==> src/rtl/osc_ctrl_pkg.sv <==
// Shared types and defaults for the HF oscillator runtime sequencer.
// No logic; imported by the controller and its timer.
package osc_ctrl_pkg;

   typedef enum logic [1:0] {
      ST_IDLE   = 2'd0,
      ST_GATE   = 2'd1,
      ST_SETTLE = 2'd2,
      ST_FINISH = 2'd3
   } osc_state_e;

   localparam int         DIV_W_DEF     = 8;
   localparam logic [7:0] RESET_DIV_DEF = 8'd1;

   function automatic int max_int(input int a, input int b);
      return (a > b) ? a : b;
   endfunction

endpackage

==> src/rtl/osc_ctrl_timer.sv <==
// Loadable down-counter with zero flag; shared by the gate and settle waits.
// Load wins over decrement; the count saturates at zero and never wraps.
module osc_ctrl_timer
   import osc_ctrl_pkg::*;
#(
   parameter int CW = 7
) (
   input  logic          clk,
   input  logic          rst,
   input  logic          load_i,
   input  logic [CW-1:0] load_val_i,
   input  logic          dec_i,
   output logic          zero_o
);

   logic [CW-1:0] cnt_q;
   logic [CW-1:0] cnt_d;

   always_comb begin
      cnt_d = cnt_q;
      if (load_i) begin
         cnt_d = load_val_i;
      end else if (dec_i && (cnt_q != '0)) begin
         cnt_d = cnt_q - 1'b1;
      end
   end

   always_ff @(posedge clk) begin
      if (rst) begin
         cnt_q <= '0;
      end else begin
         cnt_q <= cnt_d;
      end
   end

   assign zero_o = (cnt_q == '0);

endmodule

==> src/rtl/osc_hf_ctrl.sv <==
// Glitch-safe runtime sequencer for the OSC_CORE HF divider/enable controls.
// Gate output, wait, change divider, wait for settle, re-enable; one request at a time.
module osc_hf_ctrl
   import osc_ctrl_pkg::*;
#(
   parameter int               DIV_W         = DIV_W_DEF,
   parameter logic [DIV_W-1:0] RESET_DIV     = DIV_W'(RESET_DIV_DEF),
   parameter int               GATE_CYCLES   = 4,
   parameter int               SETTLE_CYCLES = 64
) (
   input  logic             clk,
   input  logic             rst,
   input  logic             req_valid,
   output logic             req_ready,
   input  logic [DIV_W-1:0] req_div,
   input  logic             req_en,
   output logic             done,
   output logic             busy,
   output logic             osc_hfouten,
   output logic [DIV_W-1:0] osc_hf_div,
   output logic             cur_en
);

   localparam int CW = $clog2(max_int(GATE_CYCLES, SETTLE_CYCLES) + 1);
   localparam logic [CW-1:0] GATE_LOAD   = CW'(GATE_CYCLES - 1);
   localparam logic [CW-1:0] SETTLE_LOAD = CW'(SETTLE_CYCLES - 1);

   osc_state_e       state_q;
   logic             hfouten_q;
   logic [DIV_W-1:0] div_q;
   logic             cur_en_q;
   logic             done_q;
   logic [DIV_W-1:0] lat_div_q;
   logic             lat_en_q;

   logic             accept;
   logic             is_noop;
   logic             tmr_load_d;
   logic [CW-1:0]    tmr_val_d;
   logic             tmr_dec_d;
   logic             tmr_zero;

   assign req_ready = (state_q == ST_IDLE);
   assign busy      = (state_q != ST_IDLE);
   assign accept    = req_valid && req_ready;
   assign is_noop   = (req_div == div_q) && (req_en == cur_en_q);

   // The same timer covers both waits: loaded on entry to GATE, reloaded on GATE->SETTLE.
   always_comb begin
      tmr_load_d = 1'b0;
      tmr_val_d  = GATE_LOAD;
      tmr_dec_d  = 1'b0;
      case (state_q)
         ST_IDLE: begin
            tmr_load_d = accept && !is_noop;
         end
         ST_GATE: begin
            tmr_load_d = tmr_zero && lat_en_q;
            tmr_val_d  = SETTLE_LOAD;
            tmr_dec_d  = !tmr_zero;
         end
         ST_SETTLE: begin
            tmr_dec_d  = !tmr_zero;
         end
         default: begin
            tmr_load_d = 1'b0;
         end
      endcase
   end

   osc_ctrl_timer #(
      .CW (CW)
   ) u_timer (
      .clk        (clk),
      .rst        (rst),
      .load_i     (tmr_load_d),
      .load_val_i (tmr_val_d),
      .dec_i      (tmr_dec_d),
      .zero_o     (tmr_zero)
   );

   always_ff @(posedge clk) begin
      if (rst) begin
         state_q   <= ST_IDLE;
         hfouten_q <= 1'b0;
         div_q     <= RESET_DIV;
         cur_en_q  <= 1'b0;
         done_q    <= 1'b0;
         lat_div_q <= '0;
         lat_en_q  <= 1'b0;
      end else begin
         done_q <= 1'b0;
         case (state_q)
            ST_IDLE: begin
               if (accept) begin
                  lat_div_q <= req_div;
                  lat_en_q  <= req_en;
                  if (is_noop) begin
                     state_q <= ST_FINISH;
                  end else begin
                     hfouten_q <= 1'b0;
                     state_q   <= ST_GATE;
                  end
               end
            end
            ST_GATE: begin
               if (tmr_zero) begin
                  div_q   <= lat_div_q;
                  state_q <= lat_en_q ? ST_SETTLE : ST_FINISH;
               end
            end
            ST_SETTLE: begin
               if (tmr_zero) begin
                  hfouten_q <= 1'b1;
                  state_q   <= ST_FINISH;
               end
            end
            ST_FINISH: begin
               done_q   <= 1'b1;
               cur_en_q <= lat_en_q;
               state_q  <= ST_IDLE;
            end
            default: begin
               state_q <= ST_IDLE;
            end
         endcase
      end
   end

   assign osc_hfouten = hfouten_q;
   assign osc_hf_div  = div_q;
   assign cur_en      = cur_en_q;
   assign done        = done_q;

endmodule
==> config.mk <==
export PLATFORM = sky130hd
export DESIGN_NAME = osc_hf_ctrl
export DESIGN_NICKNAME = d
export VERILOG_FILES = /design/src/rtl/osc_ctrl_pkg.sv /design/src/rtl/osc_ctrl_timer.sv /design/src/rtl/osc_hf_ctrl.sv
export SDC_FILE = /design/constraint.sdc
export NUM_CORES = 1
export LEC_CHECK = 0
export BUFFER_PORTS_ARGS = -buffer_cell sky130_fd_sc_hd__buf_2
export CORE_ASPECT_RATIO = 1.25
export CORE_MARGIN = 2
export CORE_UTILIZATION = 49
export DETAILED_ROUTE_END_ITERATION = 8
export GPL_ROUTABILITY_DRIVEN = 0
export MAX_ROUTING_LAYER = met4
export PLACE_DENSITY = 0.71
export SLEW_MARGIN = 20
export SYNTH_ARGS = -nofsm -noshare
export SYNTH_HDL_FRONTEND = slang
export SYNTH_SLANG_ARGS = --single-unit
==> constraint.sdc <==
create_clock -name clk -period 4.55 [get_ports clk]
set_clock_uncertainty 0.2 [all_clocks]
set_input_delay 1.365 -clock clk [delete_from_list [all_inputs] [get_ports clk]]
set_output_delay 1.365 -clock clk [all_outputs]
set_load 0.02 [all_outputs]
==> summary.md <==
| Metric | Value |
|---|---|
| Ports | 25 |
| Post-layout instance area | 0.001612 mm^2 |
| CP max stage delay | 0.42 ns |
| Total GRT Usage | 0.1928 |
| Worst slew margin | 0.5450 |
| Hold Buf Count CTS | 0 |
| Avg WL per Cell | 12.51 um |
| Most frequent cells in the layout | 29 x dfxtp_1, 24 x buf_2, 21 x nand2_1 |
| Max-cap violation count | 0 |
| # diodes | 0 |
| Largest net degree at the start of global routing | 30 |
| Setup violators final | 0 |
| RSZ-0062 raised after global routing | no |
| Num Clock Sinks | 29 |
| Max-slew violations | 0 |
| Worst-margin pin slew | 0.6805 ns |
| CTS H-tree depth | 2 |
| Sequential Power Share | 0.376 |
| # rows | 21 |
| First-pass GRT wire length | 4.685 mm |
| CTS tree | done |
| Post-Syn Area | 0.001421 mm^2 |
| Clock power share | 0.163 |
| Initial Util | 0.5201 |
| Worst setup EP type | output port |
| Layout cells sized above 1 | 0.2120 |
| Hold_ws | 0.2604 ns |
| Post-synth ARST share | 0 |
| Worst EP required | 2.98 ns |
| DR iter-0 viols | 21 |
| Post-Place Cells | 210 |
| Slowest CP cell | dfxtp_1 |
| Root Buffer | clkbuf_4 |
| Crit Path Max Fanout | 5 |
| Placed cell area | 0.001556 mm^2 |
| Cell Int Power | 552.6 uW |
| Comb pwr share | 0.461 |
| Area growth syn-to-layout | 13.38% |
| Core box area | 0.002733 mm^2 |
| Post-Synthesis Cells | 157 |
| Minimum clock period after layout | 2.967 ns |
| Net Count, Synth | 175 |
| Sequence of cells on the critical path | inv_1, ha_1, inv_1, buf_2 |
| Die height | 64.22 um |
| CP dominant cell by count | inv_1 |
| DR pass1 iterations | 4 |
| CP Data Arrival Time | 1.40 ns |
| Top Family by Delay on Critical Path | flip-flops |
| Worst Path Buf+Inv | 3 |
| Non-filler cells, final | 218 |
| Worst-path clk slew | 0.10 ns |
| Drt total wl | 2.728 mm |
| P_sw | 380.6 uW |
| Resize count post-CTS | 0 |
| Synth cell types | 39 |
| Initial antenna violation count | 0 |
| FMAX | 337.0 MHz |
| EDFF count, synth | 0 |
| Insertion delay to the later sink of the worst-skew pair | 0.33 ns |
| Ys flop type | dfxtp_1 |
| Vias in the first global route | 1,106 |
| Max VDD drop | 0.0002625 V |
| #FFs+latches synth | 29 |
| Final hold violation count | 0 |
| Fin crit share | 0.6521 |
| Status | completed |
| Hold Crit Class | flip-flop to flip-flop |
| Post-CTS setup repair buffer count | 0 |
| Post-place setup slack | 1.414 ns |
| Final WS setup | 1.583 ns |
| Die area | 0.003350 mm^2 |
| Fin util | 0.5897 |
| Vias | 1,128 |
| Power Density | 579.0 mW/mm^2 |
| Ys Warns | 0 |
| Seq/Total Area, Yosys | 0.4085 |
| Post-DP HPWL | 1.964 mm |
| Sw Share | 0.4078 |
| Setup CP Type | flip-flop to output port |
| Static Leak | 0.7489 nW |
| Number of fill cells in the layout | 264 |
| Commonest non-fill, non-tap cell in the layout | dfxtp_1 |
| Port bufs | 24 |
| PnR Total Power | 933.2 uW |
| Total grt overflow | 0 |
| CTS Buffer Depth | 2 |
| Num CTS Buffers | 5 |
| Residual DRC | 0 |
| Syn_area_per_cell | 9.053 um^2 |
| Setup TNS | 0 ns |
| Antenna viol nets, final | 0 |
| Via/cell ratio | 5.174 |
| Final nets | 201 |
| Die width | 52.17 um |
| Startpoint Class | flip-flop |
[path summary, 6_finish.rpt]
path / start / endpoint / slack [ns] / cells past startpoint
min: lat_div_q[7] / lat_div_q[7] / 0.26 / 2
max: state_q[1] / busy / 1.58 / 4
min reg2reg: lat_div_q[7] / lat_div_q[7] / 0.26 / 2
max reg2reg: u_timer.cnt_q[0] / u_timer.cnt_q[5] / 1.89 / 7
[cell families after synthesis]
group	Yosys count	share of synthesized area
AND/OR/NAND/NOR	58	0.1998
flip-flops	29	0.4085
AO/OA/AOI/OAI	27	0.1382
XOR/XNOR	14	0.08626
buffers and inverters	13	0.04049
multiplexers	10	0.07394
adder cells (fa/ha/maj)	6	0.05282
[worst reg2reg max path, delay by kind of cell (launching register included)]
kind | cells | cell delay (ns)
and+or+nand+nor | 3 | 1.08
buffers and inverters | 1 | 0.09
muxes | 1 | 0.32
AOI/OAI and AO/OA | 1 | 0.35
adders and majority gates | 1 | 0.20
DFF | 1 | 0.33
[metal layers]
layer / routed length (um) / up-vias / GRT usage
li1: - / 583 / -
met1: 1209 / 517 / 0.2290
met2: 1331 / 21 / 0.2927
met3: 133 / 7 / 0.05841
met4: 53 / 0 / 0.09615
met5: 0 / - / -
[cell type report]
| type | instances | area [um^2] | area share |
|---|---|---|---|
| Clock buffer | 5 | 37.54 | 0.02329 |
| Clock inverter | 3 | 17.52 | 0.01087 |
| Inverter | 8 | 30.03 | 0.01863 |
| Multi-Input combinational cell | 115 | 783.3 | 0.4860 |
| Sequential cell | 29 | 580.6 | 0.3602 |
| Tap cell | 34 | 42.54 | 0.02640 |
| Timing Repair Buffer | 24 | 120.1 | 0.07453 |
[registers in the layout, indices dropped and copies added (netlist names)]
name	count
osc_hf_div	8
cur_en	1
u_timer.cnt_q	7
lat_div_q	8
lat_en_q	1
done	1
osc_hfouten	1
state_q	2
[synthesized netlist by cell type, types with 2 or more instances]
cell type | instances | area (um^2)
dfxtp_1 | 29 | 580.6
inv_1 | 8 | 30.03
nor3_1 | 2 | 10.01
nand2_1 | 21 | 78.83
nand2b_1 | 3 | 18.77
ha_1 | 6 | 75.07
a21boi_0 | 3 | 22.52
clkbuf_1 | 3 | 11.26
a211oi_1 | 2 | 15.01
mux2i_1 | 9 | 90.09
a21oi_1 | 13 | 65.06
nor2b_1 | 2 | 12.51
xnor2_1 | 4 | 35.03
xor2_1 | 10 | 87.58
o21ai_0 | 2 | 10.01
nor2_1 | 17 | 63.81
[power by group through the flow]
stage | clock network, mW | registers (mW) | logic, mW
after CTS | 0.156 | 0.350 | 0.430
after detailed placement | 0 | 0.357 | 0.428
after floorplan | 0 | 0.358 | 0.335
after global placement | 0 | 0.354 | 0.416
final | 0.152 | 0.351 | 0.430
after global routing | 0.164 | 0.359 | 0.479
Note: power is estimated with default switching activity, not from simulation.
